`config.mk`:
```
export PLATFORM = sky130hd
export DESIGN_NAME = ff_unstuff_reader
export DESIGN_NICKNAME = d
export VERILOG_FILES = /design/src/rtl/ff_unstuff_reader.sv
export SDC_FILE = /design/constraint.sdc
export NUM_CORES = 1
export LEC_CHECK = 0
export CAP_MARGIN = 20
export CORE_MARGIN = 10
export CORE_UTILIZATION = 47
export CTS_CLUSTER_DIAMETER = 150
export CTS_CLUSTER_SIZE = 16
export DETAILED_ROUTE_END_ITERATION = 16
export PLACE_DENSITY = 0.77
export SETUP_SLACK_MARGIN = 0.1
export SLEW_MARGIN = 20
export SYNTH_ARGS = -nofsm -noshare
export SYNTH_HDL_FRONTEND = slang
export SYNTH_SLANG_ARGS = --single-unit
```
`constraint.sdc`:
```
create_clock -name clk -period 3.4 [get_ports clk]
set_clock_uncertainty 0.15 [all_clocks]
set_input_delay 0.34 -clock clk [delete_from_list [all_inputs] [get_ports clk]]
set_output_delay 0.34 -clock clk [all_outputs]
set_load 0.02 [all_outputs]
```
`src/rtl/ff_unstuff_reader.sv`:
```
// Read-side byte unstuffer: fetches stuffed bytes from SRAM, drops the 0x00 after each 0xFF,
// repacks big-endian 32-bit words for the Huffman decoder. Option macro: FF_MARKER_STOP_EN.
module ff_unstuff_reader #(
    parameter int ADDR_W = 12,
    parameter int CNT_W  = 14
) (
    input  logic              clk,
    input  logic              rst,
    input  logic              start,
    input  logic [ADDR_W-1:0] base_addr,
    input  logic [CNT_W-1:0]  byte_cnt,
    output logic [ADDR_W-1:0] sram_addr,
    output logic              sram_oe,
    input  logic [31:0]       sram_rdata,
    output logic [31:0]       out_data,
    output logic              out_valid,
    input  logic              out_ready,
    output logic              out_last,
    output logic [2:0]        out_nbytes,
    output logic              busy,
    output logic              done,
    output logic              marker_err
);
    // state  | meaning
    // IDLE   | waiting for start
    // FETCH  | SRAM read strobe for current word
    // WAIT   | capture SRAM data, advance address
    // SCAN   | consume one stuffed byte per cycle
    // EMIT   | hold output word until accepted
    // FIN    | done pulse, back to IDLE
    typedef enum logic [2:0] {S_IDLE, S_FETCH, S_WAIT, S_SCAN, S_EMIT, S_FIN} state_t;

    state_t            r_state;
    logic [ADDR_W-1:0] r_addr;
    logic [CNT_W-1:0]  r_remain;
    logic [31:0]       r_word;
    logic [1:0]        r_idx;
    logic              r_wexh;
    logic [31:0]       r_asm;
    logic [2:0]        r_cnt;
    logic              r_ffp;
    logic              r_carry_v;
    logic [7:0]        r_carry;
    logic              r_last;
    logic              r_busy;
    logic              r_done;
    logic              r_err;

    logic [7:0]        w_byte;
    logic [CNT_W-1:0]  w_remain_n;
    logic [31:0]       w_asm_n;
    logic [2:0]        w_cnt_n;
    logic              w_ffp_n;
    logic              w_carry_v_n;
    logic [7:0]        w_carry_n;
    logic              w_err_n;
    logic              w_stop;
    logic              w_keep;
    logic [1:0]        w_pos;

    always_comb begin
        w_byte      = r_word[{~r_idx, 3'b000} +: 8];
        w_remain_n  = r_remain - CNT_W'(1);
        w_asm_n     = r_asm;
        w_cnt_n     = r_cnt;
        w_ffp_n     = r_ffp;
        w_carry_v_n = r_carry_v;
        w_carry_n   = r_carry;
        w_err_n     = r_err;
        w_stop      = 1'b0;
        w_keep      = 1'b0;
        w_pos       = r_cnt[1:0] - 2'd1;
        if (r_ffp && w_byte == 8'h00) begin
            w_ffp_n = 1'b0;
        end else begin
            if (r_ffp) w_err_n = 1'b1;
`ifdef FF_MARKER_STOP_EN
            // The 0xFF is always the newest assembled byte; strip it along with the marker.
            if (r_ffp) begin
                w_stop  = 1'b1;
                w_ffp_n = 1'b0;
                w_cnt_n = r_cnt - 3'd1;
                w_asm_n[{~w_pos, 3'b000} +: 8] = 8'h00;
            end else begin
                w_keep = 1'b1;
            end
`else
            w_keep = 1'b1;
`endif
        end
        if (w_keep) begin
            w_ffp_n = (w_byte == 8'hFF);
            if (r_cnt == 3'd4) begin
                w_carry_v_n = 1'b1;
                w_carry_n   = w_byte;
            end else begin
                w_asm_n[{~r_cnt[1:0], 3'b000} +: 8] = w_byte;
                w_cnt_n = r_cnt + 3'd1;
            end
        end
    end

    always_ff @(posedge clk or posedge rst) begin
        if (rst) begin
            r_state   <= S_IDLE;
            r_addr    <= '0;
            r_remain  <= '0;
            r_word    <= '0;
            r_idx     <= '0;
            r_wexh    <= 1'b0;
            r_asm     <= '0;
            r_cnt     <= '0;
            r_ffp     <= 1'b0;
            r_carry_v <= 1'b0;
            r_carry   <= '0;
            r_last    <= 1'b0;
            r_busy    <= 1'b0;
            r_done    <= 1'b0;
            r_err     <= 1'b0;
        end else begin
            r_done <= 1'b0;
            unique case (r_state)
                S_IDLE: begin
                    if (start) begin
                        r_addr    <= base_addr;
                        r_remain  <= byte_cnt;
                        r_err     <= 1'b0;
                        r_busy    <= 1'b1;
                        r_asm     <= '0;
                        r_cnt     <= '0;
                        r_ffp     <= 1'b0;
                        r_carry_v <= 1'b0;
                        r_last    <= 1'b0;
                        r_state   <= (byte_cnt != '0) ? S_FETCH : S_FIN;
                    end
                end
                S_FETCH: r_state <= S_WAIT;
                S_WAIT: begin
                    r_word  <= sram_rdata;
                    r_addr  <= r_addr + ADDR_W'(1);
                    r_idx   <= 2'd0;
                    r_state <= S_SCAN;
                end
                S_SCAN: begin
                    r_remain  <= w_remain_n;
                    r_asm     <= w_asm_n;
                    r_cnt     <= w_cnt_n;
                    r_ffp     <= w_ffp_n;
                    r_carry_v <= w_carry_v_n;
                    r_carry   <= w_carry_n;
                    r_err     <= w_err_n;
                    r_idx     <= r_idx + 2'd1;
                    r_wexh    <= (r_idx == 2'd3);
                    if (w_stop) begin
                        r_last  <= 1'b1;
                        r_state <= S_EMIT;
                    end else if (w_remain_n == '0) begin
                        // A pending carry needs one more word after this one.
                        r_last  <= !w_carry_v_n;
                        r_state <= (w_cnt_n == 3'd0) ? S_FIN : S_EMIT;
                    end else if (w_cnt_n == 3'd4 && (!w_ffp_n || w_carry_v_n)) begin
                        r_last  <= 1'b0;
                        r_state <= S_EMIT;
                    end else if (r_idx == 2'd3) begin
                        r_state <= S_FETCH;
                    end
                end
                S_EMIT: begin
                    if (out_ready) begin
                        r_asm     <= r_carry_v ? {r_carry, 24'h0} : 32'h0;
                        r_cnt     <= r_carry_v ? 3'd1 : 3'd0;
                        r_carry_v <= 1'b0;
                        if (r_last)                     r_state <= S_FIN;
                        else if (r_carry_v && r_remain == '0) r_last <= 1'b1;
                        else if (r_wexh)                r_state <= S_FETCH;
                        else                            r_state <= S_SCAN;
                    end
                end
                S_FIN: begin
                    r_done  <= 1'b1;
                    r_busy  <= 1'b0;
                    r_last  <= 1'b0;
                    r_state <= S_IDLE;
                end
                default: r_state <= S_IDLE;
            endcase
        end
    end

    assign sram_addr  = r_addr;
    assign sram_oe    = (r_state == S_FETCH);
    assign out_valid  = (r_state == S_EMIT);
    assign out_data   = r_asm;
    assign out_nbytes = r_cnt;
    assign out_last   = r_last;
    assign busy       = r_busy;
    assign done       = r_done;
    assign marker_err = r_err;
endmodule

```
==> results.yml <==
grt:
  grt_pass1_wl_um: 26100
  grt_overflow_total: 0
  antenna_found_initial: 0
  first_global_vias: 5119
  met3_usage: 0.0560
  grt-busiest-layer: "met2"
  use_met1: 0.246
  grt_start_max_net_pins: 57
  track_usage: 0.194
  grt_util_met2: 0.309
status:
  outcome: "finished, final reports clean"
routing:
  drtIter0Drc: 450
  drc: 0
  wire_per_inst_um: 18.7
  viasPerCell: 5.79
  num_vias: 4983
  wl_um: 16100
  ant_nets: 0
  firstDrtPassIters: 5
sta:
  worstMarginPinSlew_ps: 930
  hold_viol: 0
  fin_crit_sh: 0.886
  finalSetupViolCount: 0
  min_period_ps: 3010
  rsz0062_at_grt: "false"
  final_max_slew_viol_count: 0
  max_freq_mhz: 332
  fin_setup_tns_ps: 0
  relSlewSlack: 0.378
  whs_ps: 303
power_and_ir_drop:
  p_clk_frac: 0.246
  power_frac_comb: 0.436
  power.density_mw_per_mm2: 956
  ir_drop_mv: 0.563
  swShare: 0.414
  p_switching_w: 0.00301
  p_int_w: 0.00426
  p_leak_nw: 3.33
  power_frac_seq: 0.318
worst_setup_path:
  r2r-start: "out_nbytes[0]$_DFFE_PP0P_"
  cp-end-kind: "flop"
  r2r_slack_ps: 390
  cp.arrival_ps: 3210
  startpoint: "out_nbytes[0]$_DFFE_PP0P_"
  crit_type: "flop to flop"
  crit_fanout: 12
  cp.required_ps: 3600
  start_kind: "flop"
placed_design:
  place_inst: 829
  dp_hpwl_um: 11300
  io_buffers: 114
  place_congestion: 0.842
yosys:
  synth_seq_cells: 113
  ys.flop_type: "dfrtp_1"
  synth_nets: 656
  ys_warn_count: 0
  avgSynthCellArea_um2: 9.74
  synth.cell_area_mm2: 0.00570
  synth.distinct_cells: 66
  syn_inst: 585
  synth_edf_count: 0
  synthArstFlopShare: 1.00
  ys_seq_area_frac: 0.496
cells_and_area:
  instances_no_fill: 861
  final_common_cell: "nand2_1"
  layout-drive-gt1-share: 0.106
  final_cell_mix: "nand2_1 (144), clkdlybuf4s50_1 (114), dfrtp_1 (112), o21ai_0 (34), a22o_1 (31)"
  antenna_cells: 0
  fin_nets: 772
  area_growth_pct: 33.5
floorplan:
  ioPinCount: 115
  die_x_um: 130
  die-area_mm2: 0.0169
  core_region_area_mm2: 0.0120
  fp.dieH_um: 130
  row_count: 40
  initial_utilization: 0.476
cts:
  clkSinkCount: 113
  cts_buffer_depth: 2
  numCtsBuffers: 17
  cts-htree-levels: 4
  cts_tree: "done"
  clk_pin_slew_ps: 50
  clk_latency_ps: 410
  holdBufCountCts: 0
  root_buffer: "clkbuf_16"
min_path:
  min_from: "sram_rdata[18]"
  worstHoldPathType: "input pin to flop"
job:
  max_cap_viol_count: 0
[final timing paths]
| check | endpoint | cells past startpoint |
|---|---|---|
| max in group asynchronous | out_data[8]$_DFFE_PP0P_ | 3 |
| worst max register to register | out_data[17]$_DFFE_PP0P_ | 7 |
| worst min register to register | r_word[23]$_DFFE_PP0P_ | 2 |
| worst min-delay path | r_word[18]$_DFFE_PP0P_ | 3 |
| worst max-delay path | out_data[17]$_DFFE_PP0P_ | 7 |
| min in group asynchronous | r_word[21]$_DFFE_PP0P_ | 2 |
[flip-flops by register name, indices dropped and copies added (netlist names)]
name	cells
busy	1
r_idx	2
r_carry	8
r_state	3
sram_addr	12
done	1
r_carry_v	1
r_ffp	1
out_data	32
marker_err	1
out_last	1
r_remain	14
r_word	32
r_wexh	1
out_nbytes	3
[synthesized netlist by cell type, types with 6 or more instances]
library cell,number,area [um^2]
nand2_1,144,541
nor3_1,12,60.1
clkbuf_1,23,86.3
mux2_2,6,67.6
nor2_1,31,116
mux4_2,6,135
a221o_1,6,60.1
dfrtp_1,113,2830
o21ai_0,34,170
ha_1,9,113
nor2b_1,9,56.3
inv_1,16,60.1
a22o_1,31,272
a21oi_1,26,130
nor4_1,6,37.5
nand3_1,10,50.1
[logic make-up (layout without fill, tap and decap cells)]
group / Yosys count / count (layout) / share of synthesized area
simple gates: 249 / 249 / 0.206
compound gates: 151 / 151 / 0.192
flops: 113 / 113 / 0.496
buf+inv: 45 / 174 / 0.0319
mux: 16 / 16 / 0.0505
fa+ha+maj: 9 / 9 / 0.0198
xor+xnor: 2 / 2 / 0.00308
[power groups by stage]
stage | Combinational (W) | Clock (W) | Sequential (W)
2_1_floorplan | 0.00208 | 0 | 0.00228
3_3_place_gp | 0.00303 | 0 | 0.00228
3_5_place_dp | 0.00311 | 0 | 0.00230
4_1_cts | 0.00315 | 0.00181 | 0.00230
5_1_grt | 0.00349 | 0.00187 | 0.00237
6_report | 0.00317 | 0.00179 | 0.00231
[metrics by stage]
| stage | worst slack [ps] | instance area [um^2] | power (W) | utilization |
|---|---|---|---|---|
| finish | 386 | 7600 | 0.00727 | 0.636 |
| global route | 186 | 7600 | 0.00774 | 0.636 |
| CTS | 288 | 7600 | 0.00726 | 0.636 |
| detailed placement | 313 | 7000 | 0.00542 | 0.586 |
| global placement | 406 | 7000 | 0.00531 | 0.586 |
| floorplan | 704 | 5700 | 0.00437 | - |
[worst max-delay path, stage by stage, from the launching register on]
cell	delay [ps]
dfrtp_1	580
inv_1	160
ha_1	390
and2_1	260
a31oi_4	230
nand3_1	190
nor3_1	720
a22o_1	260
[final cells by class]
| type | instances | area, um^2 |
|---|---|---|
| inverter | 17 | 67.6 |
| timing repair buffer | 125 | 1240 |
| sequential | 113 | 2830 |
| clock inverter | 9 | 131 |
| multi-input combinational | 427 | 2690 |
| clock buffer | 23 | 468 |
| fill | 962 | 4360 |
| tap | 147 | 184 |
[timing repair]
action / 4_1_cts / 5_1_grt
resized for setup: 0 / 1
endpoints found under the setup margin: 0 / 3
setup buffers: 0 / 0
[layer usage]
metal / vias to the layer above / wire length, um
met3: 25 / 1010
met5: - / 0
met1: 2423 / 6910
li1: 2359 / -
met2: 176 / 7860
met4: 0 / 289
No activity file was read; power rests on OpenSTA's default activity.
